File: src/rtl/buf_dist_pkg.sv
// Shared types and constants for the buffered frame distributor.
package buf_dist_pkg;

  typedef enum logic [1:0] {
    IDLE,
    FWD,
    DROP
  } state_t;

  localparam int DROP_CNT_W = 16;

  function automatic logic [DROP_CNT_W-1:0] sat_inc(input logic [DROP_CNT_W-1:0] v);
    return (v == '1) ? v : v + 1'b1;
  endfunction

endpackage

File: src/rtl/fifo_sc_no_if.sv
// Single-clock FIFO with registered read port; a flush empties it and wins over read/write.
module fifo_sc_no_if #(
  parameter int D = 7,
  parameter int W = 9
) (
  input  logic         clk,
  input  logic         rst,
  input  logic         flush,
  input  logic         wr,
  input  logic [W-1:0] wdata,
  input  logic         rd,
  output logic [W-1:0] rdata,
  output logic         rvalid,
  output logic         empty,
  output logic         full
);

  logic [W-1:0] mem [2**D];
  logic [D:0]   wptr;
  logic [D:0]   rptr;
  logic         do_wr;
  logic         do_rd;

  // Extra pointer bit distinguishes full from empty when the addresses match.
  assign empty = (wptr == rptr);
  assign full  = (wptr[D] != rptr[D]) && (wptr[D-1:0] == rptr[D-1:0]);
  assign do_wr = wr && !full && !flush;
  assign do_rd = rd && !empty && !flush;

  always_ff @(posedge clk) begin
    if (do_wr) mem[wptr[D-1:0]] <= wdata;
    if (do_rd) rdata <= mem[rptr[D-1:0]];
  end

  always_ff @(posedge clk or posedge rst) begin
    if (rst) begin
      wptr   <= '0;
      rptr   <= '0;
      rvalid <= 1'b0;
    end else if (flush) begin
      wptr   <= '0;
      rptr   <= '0;
      rvalid <= 1'b0;
    end else begin
      if (do_wr) wptr <= wptr + 1'b1;
      if (do_rd) rptr <= rptr + 1'b1;
      rvalid <= do_rd;
    end
  end

endmodule

File: src/rtl/buf_dist.sv
// Routes input frames to one of N per-channel FIFOs; frames to an invalid
// channel, or whose FIFO is flushed mid-frame, are dropped and counted.
module buf_dist
  import buf_dist_pkg::*;
#(
  parameter int W = 8,
  parameter int N = 2,
  parameter int D = 7
) (
  input  logic                    clk,
  input  logic                    rst,
  input  logic [N-1:0]            rst_fifo,
  input  logic                    v_i,
  input  logic [W-1:0]            d_i,
  input  logic                    eof_i,
  input  logic [$clog2(N+1)-1:0]  sel_i,
  output logic                    rdy_o,
  input  logic [N-1:0]            rd,
  output logic [N-1:0]            v_o,
  output logic [N*W-1:0]          d_o,
  output logic [N-1:0]            eof_o,
  output logic [N-1:0]            avl,
  output logic [DROP_CNT_W-1:0]   drop_cnt
);

  localparam int SW = $clog2(N+1);

  state_t        state;
  logic [SW-1:0] dest;
  logic [N-1:0]  full;
  logic [N-1:0]  empty;
  logic          sel_ok;
  logic          sel_full;
  logic          dest_full;
  logic          dest_flush;
  logic          xfer;

  assign sel_ok = (sel_i < SW'(N));
  assign xfer   = v_i && rdy_o;
  assign avl    = ~empty;

  always_comb begin
    sel_full   = 1'b0;
    dest_full  = 1'b0;
    dest_flush = 1'b0;
    for (int i = 0; i < N; i++) begin
      if (sel_i == SW'(i)) sel_full = full[i];
      if (dest == SW'(i)) begin
        dest_full  = full[i];
        dest_flush = rst_fifo[i];
      end
    end
  end

  always_comb begin
    case (state)
      IDLE:    rdy_o = sel_ok ? !sel_full : 1'b1;
      FWD:     rdy_o = !dest_full;
      default: rdy_o = 1'b1;
    endcase
  end

  always_ff @(posedge clk or posedge rst) begin
    if (rst) begin
      state    <= IDLE;
      dest     <= '0;
      drop_cnt <= '0;
    end else begin
      case (state)
        IDLE: begin
          if (xfer) begin
            if (sel_ok) begin
              dest <= sel_i;
              if (!eof_i) state <= FWD;
            end else begin
              drop_cnt <= sat_inc(drop_cnt);
              if (!eof_i) state <= DROP;
            end
          end
        end
        FWD: begin
          // A flushed destination loses the rest of its frame.
          if (dest_flush) begin
            drop_cnt <= sat_inc(drop_cnt);
            state    <= (xfer && eof_i) ? IDLE : DROP;
          end else if (xfer && eof_i) begin
            state <= IDLE;
          end
        end
        DROP: begin
          if (xfer && eof_i) state <= IDLE;
        end
        default: state <= IDLE;
      endcase
    end
  end

  generate
    for (genvar gi = 0; gi < N; gi++) begin : g_ch
      logic         wr;
      logic [W:0]   q;
      logic         qv;

      assign wr = xfer && (((state == IDLE) && (sel_i == SW'(gi))) ||
                           ((state == FWD) && (dest == SW'(gi))));

      fifo_sc_no_if #(
        .D(D),
        .W(W+1)
      ) u_fifo (
        .clk   (clk),
        .rst   (rst),
        .flush (rst_fifo[gi]),
        .wr    (wr),
        .wdata ({eof_i, d_i}),
        .rd    (rd[gi]),
        .rdata (q),
        .rvalid(qv),
        .empty (empty[gi]),
        .full  (full[gi])
      );

      assign v_o[gi]          = qv;
      assign eof_o[gi]        = qv && q[W];
      assign d_o[gi*W +: W]   = q[W-1:0];
    end
  endgenerate

endmodule

File: config.mk
export PLATFORM = sky130hd
export DESIGN_NAME = buf_dist
export DESIGN_NICKNAME = d
export VERILOG_FILES = /design/src/rtl/buf_dist_pkg.sv /design/src/rtl/fifo_sc_no_if.sv /design/src/rtl/buf_dist.sv
export SDC_FILE = /design/constraint.sdc
export NUM_CORES = 2
export LEC_CHECK = 0
export BUFFER_PORTS_ARGS = -buffer_cell sky130_fd_sc_hd__buf_2
export CORE_MARGIN = 2
export CORE_UTILIZATION = 55
export CTS_CLUSTER_DIAMETER = 30
export CTS_CLUSTER_SIZE = 8
export DETAILED_ROUTE_END_ITERATION = 8
export PLACE_DENSITY_LB_ADDON = 0.3
export SLEW_MARGIN = 20
export SYNTH_ARGS = -nofsm -noshare
export SYNTH_HDL_FRONTEND = slang
export SYNTH_SLANG_ARGS = --single-unit
File: constraint.sdc
create_clock -name clk -period 3.1 [get_ports clk]
set_input_delay 0.775 -clock clk [delete_from_list [all_inputs] [get_ports clk]]
set_output_delay 0.775 -clock clk [all_outputs]
set_load 0.05 [all_outputs]
==> impl_metrics.toml <==
[floorplanning]
ioPinCount = 57
start_util_pct = 55.4
num_rows = 150
die_y_um = 415
die_x_um = 415
die_area_sq_um = 172000
coreArea_sq_um = 167000

[route]
vias = 50700
drt-vias-per-instance = 6.37
drtIter0Drc = 6982
drt-pass1-iter-count = 6
postRouteAntennaNets = 0
wire_per_inst_um = 30.1
drc = 0
wl_mm = 240

[cts]
insertion_delay_ns = 0.98
cts_buffer_depth = 4
cts_tree = "yes"
clock_sink_count = 2376
root_buffer = "clkbuf_16"
cts_max_level = 5
cts_made_buffers = 445
path_clk_slew_ns = 0.04

[global_routing]
grt_pass1_vias = 52300
grt_pass1_wl_mm = 353
antenna_found_initial = 7
grt-ovfl-total = 0
grt_max_degree = 106
grtUsageTotal_pct = 28.1

[worst_setup_path]
worstSetupPathType = "reg -> out"
worst_path_max_delay_cell = "dfrtp_4"
slowest_delay_ns = 0.48
crit_required_ns = 2.32
crit_chain = "xor2_2, or3_4, nor3_2, buf_4, a32o_2, nand2_4, buf_8"
cp_top_family = "simple AND/OR/NAND/NOR gates"
critPathMaxFanout = 2
arrival_ns = 2.76
r2r_slack_ns = -0.03
startpoint_type = "flip-flop"
crit_buf_inv = 2
end_kind = "output port"

[synth]
yosysWarnings = 0
ys.flop_type = "edfxtp_1"
syn_area_sq_um = 92700
synthArstFlopShare_pct = 2.27
syn_nets = 4602
synth_area_per_cell_sq_um = 20.2
synth.distinct_cells = 67
yosysSeqAreaShare_pct = 76.7
synth_edf_count = 2322
synth_seq_cells = 2376
yosysTopAreaCellShare_pct = 75.2
synth_cells = 4579
yosys.area.top_type = "edfxtp_1"
ys_top_cells_by_area = "edfxtp_1 (75%), mux4_2 (12%), mux2i_1 (2.9%), dfrtp_1 (1.5%), nor2_1 (1.4%)"

[place]
io_buffer_count = 56
dp_hpwl_mm = 140
dp.cells = 7165
place_area_sq_um = 99700
gp_congestion = 0.903

[finish]
drive_above_1_share_pct = 32.3
final_area_sq_um = 114000
mostFrequentLayoutCell = "edfxtp_1"
instances_no_fill = 7950
mostFrequentLayoutCells = "edfxtp_1 (2322), buf_4 (548), mux4_2 (482), clkbuf_16 (453), nor2_1 (332)"
syn_to_final_growth_pct = 23.3
nFillCells = 9796
nets = 5454

[pwr]
p_comb_share_pct = 6.5
p_seq_share_pct = 41.1
p_clk_share_pct = 52.4
ir_drop_v = 0.000751
pwr_density_cell_nw_per_um2 = 757
p_sw_mw = 18.3
leakage_nw = 37.4
p_sw_share_pct = 21.2
p_int_mw = 68.2

[timing]
slew_headroom_pct = 16.0
setup_viol = 4
fin_crit_sh_pct = 114
final.setup.worst_slack_ns = -0.432
tightest_slew_ns = 1.25
finalHoldViolCount = 0
finalMaxSlewViolations = 0
fin_hold_ws_ns = 0.145
skew_ns = 0.0697
rsz0062_at_grt = "yes"
fin_crit_ns = 3.53
max_freq_mhz = 283

[worst_hold_path]
min_path_type = "in -> reg"

[run_status]
outcome = "complete, but fails checks"
failed_checks = "negative setup slack"

[job]
cap_violations = 0
[what timing repair did]
action	4_1_cts	5_1_grt
hold endpoints to repair	21	0
endpoints found under the setup margin	5	21
pin swaps	5	10
gates resized for setup	38	37
setup buffers	17	7
hold buffers	1	0
cloned	1	0
[synth_stat cells, drive strengths merged, types with 11 or more instances]
library cell	instances
mux4	482
a31oi	23
dfrtp	54
o211ai	12
nand4	21
nor2b	22
o22ai	102
o21ai	45
or2	11
xnor2	26
clkbuf	69
and4	12
xor2	33
nand3	53
nor2	335
edfxtp	2322
nand2b	11
a22oi	82
buf	208
a22o	19
nand2	142
nor3	43
and2	12
mux2i	270
a221oi	14
a21oi	43
nor4	23
[cell type report]
| type | instances | area [sq um] | area share, % |
|---|---|---|---|
| diodes | 4 | 10.0 | 0.00876 |
| flip-flops and latches | 2376 | 71100 | 62.2 |
| repair buffers | 682 | 6040 | 5.28 |
| inverters | 10 | 40.0 | 0.0350 |
| multi-input cells | 1916 | 20300 | 17.8 |
| clock buffers | 536 | 11700 | 10.2 |
| well taps | 2204 | 2760 | 2.41 |
| clock inverters | 222 | 2350 | 2.05 |
[registers in the layout, summed over array words and instances (netlist names)]
signal              flops
state                   2
g_ch.u_fifo.rdata      18
g_ch.u_fifo.mem      2304
drop_cnt               16
g_ch.u_fifo.rptr       16
g_ch.u_fifo.rvalid      2
g_ch.u_fifo.wptr       16
dest                    2
[power by group through the flow]
stage | registers, mW | logic [mW] | clock network [mW]
final | 35.5 | 5.60 | 45.3
after global routing | 35.5 | 5.92 | 47.2
after CTS | 35.5 | 5.57 | 45.7
after detailed placement | 36.1 | 5.38 | 0
after global placement | 36.1 | 5.31 | 0
after floorplan | 36.2 | 3.36 | 0
[stage by stage]
step	util (%)	total power [mW]	TNS (ns)	setup slack, ns
5_1_grt	68.3	88.6	-1.01	-0.472
2_1_floorplan	-	39.5	0	0.189
4_1_cts	68.2	86.8	-0.910	-0.447
3_3_place_gp	59.6	41.4	-0.277	-0.148
6_report	68.3	86.5	-0.862	-0.432
3_5_place_dp	59.6	41.5	-0.397	-0.222
[path summary, 6_finish.rpt]
kind / endpoint / from / depth (start not counted)
hold reg to reg: drop_cnt[6] / drop_cnt[6] / 1
max in group asynchronous: g_ch[1].u_fifo.rptr[4] / rst / 4
min in group asynchronous: g_ch[0].u_fifo.wptr[3] / rst / 3
setup / recovery: rdy_o / g_ch[1].u_fifo.rptr[0] / 7
hold / removal: dest[0] / sel_i[0] / 2
setup reg to reg: g_ch[0].u_fifo.rdata[5] / g_ch[0].u_fifo.rptr[0] / 10
[routing by layer]
metal  track usage (%)  part of all wire (%)
met5                 0                 0.017
met4              11.0                   3.7
met3              6.94                    11
met2              44.0                    48
met1              38.5                    37
[worst register-to-register path, delay by kind of cell (launching register included)]
kind | cells | cell delay (ns)
AOI/OAI and AO/OA | 5 | 1.28
buffers and inverters | 4 | 0.57
DFF | 1 | 0.50
muxes | 1 | 0.48
[kinds of logic (layout without fill, tap and decap cells)]
logic type,count (synthesis),after routing,synth area share (%)
DFF,2376,2376,76.7
muxes,755,755,14.7
and+or+nand+nor,712,712,3.48
AOI/OAI and AO/OA,385,385,2.83
buffers and inverters,287,1450,1.75
xor gates and xnor gates,59,59,0.557
adders and majority gates,5,5,0.0675
other,0,4,0
(Power assumes the default switching activity.)
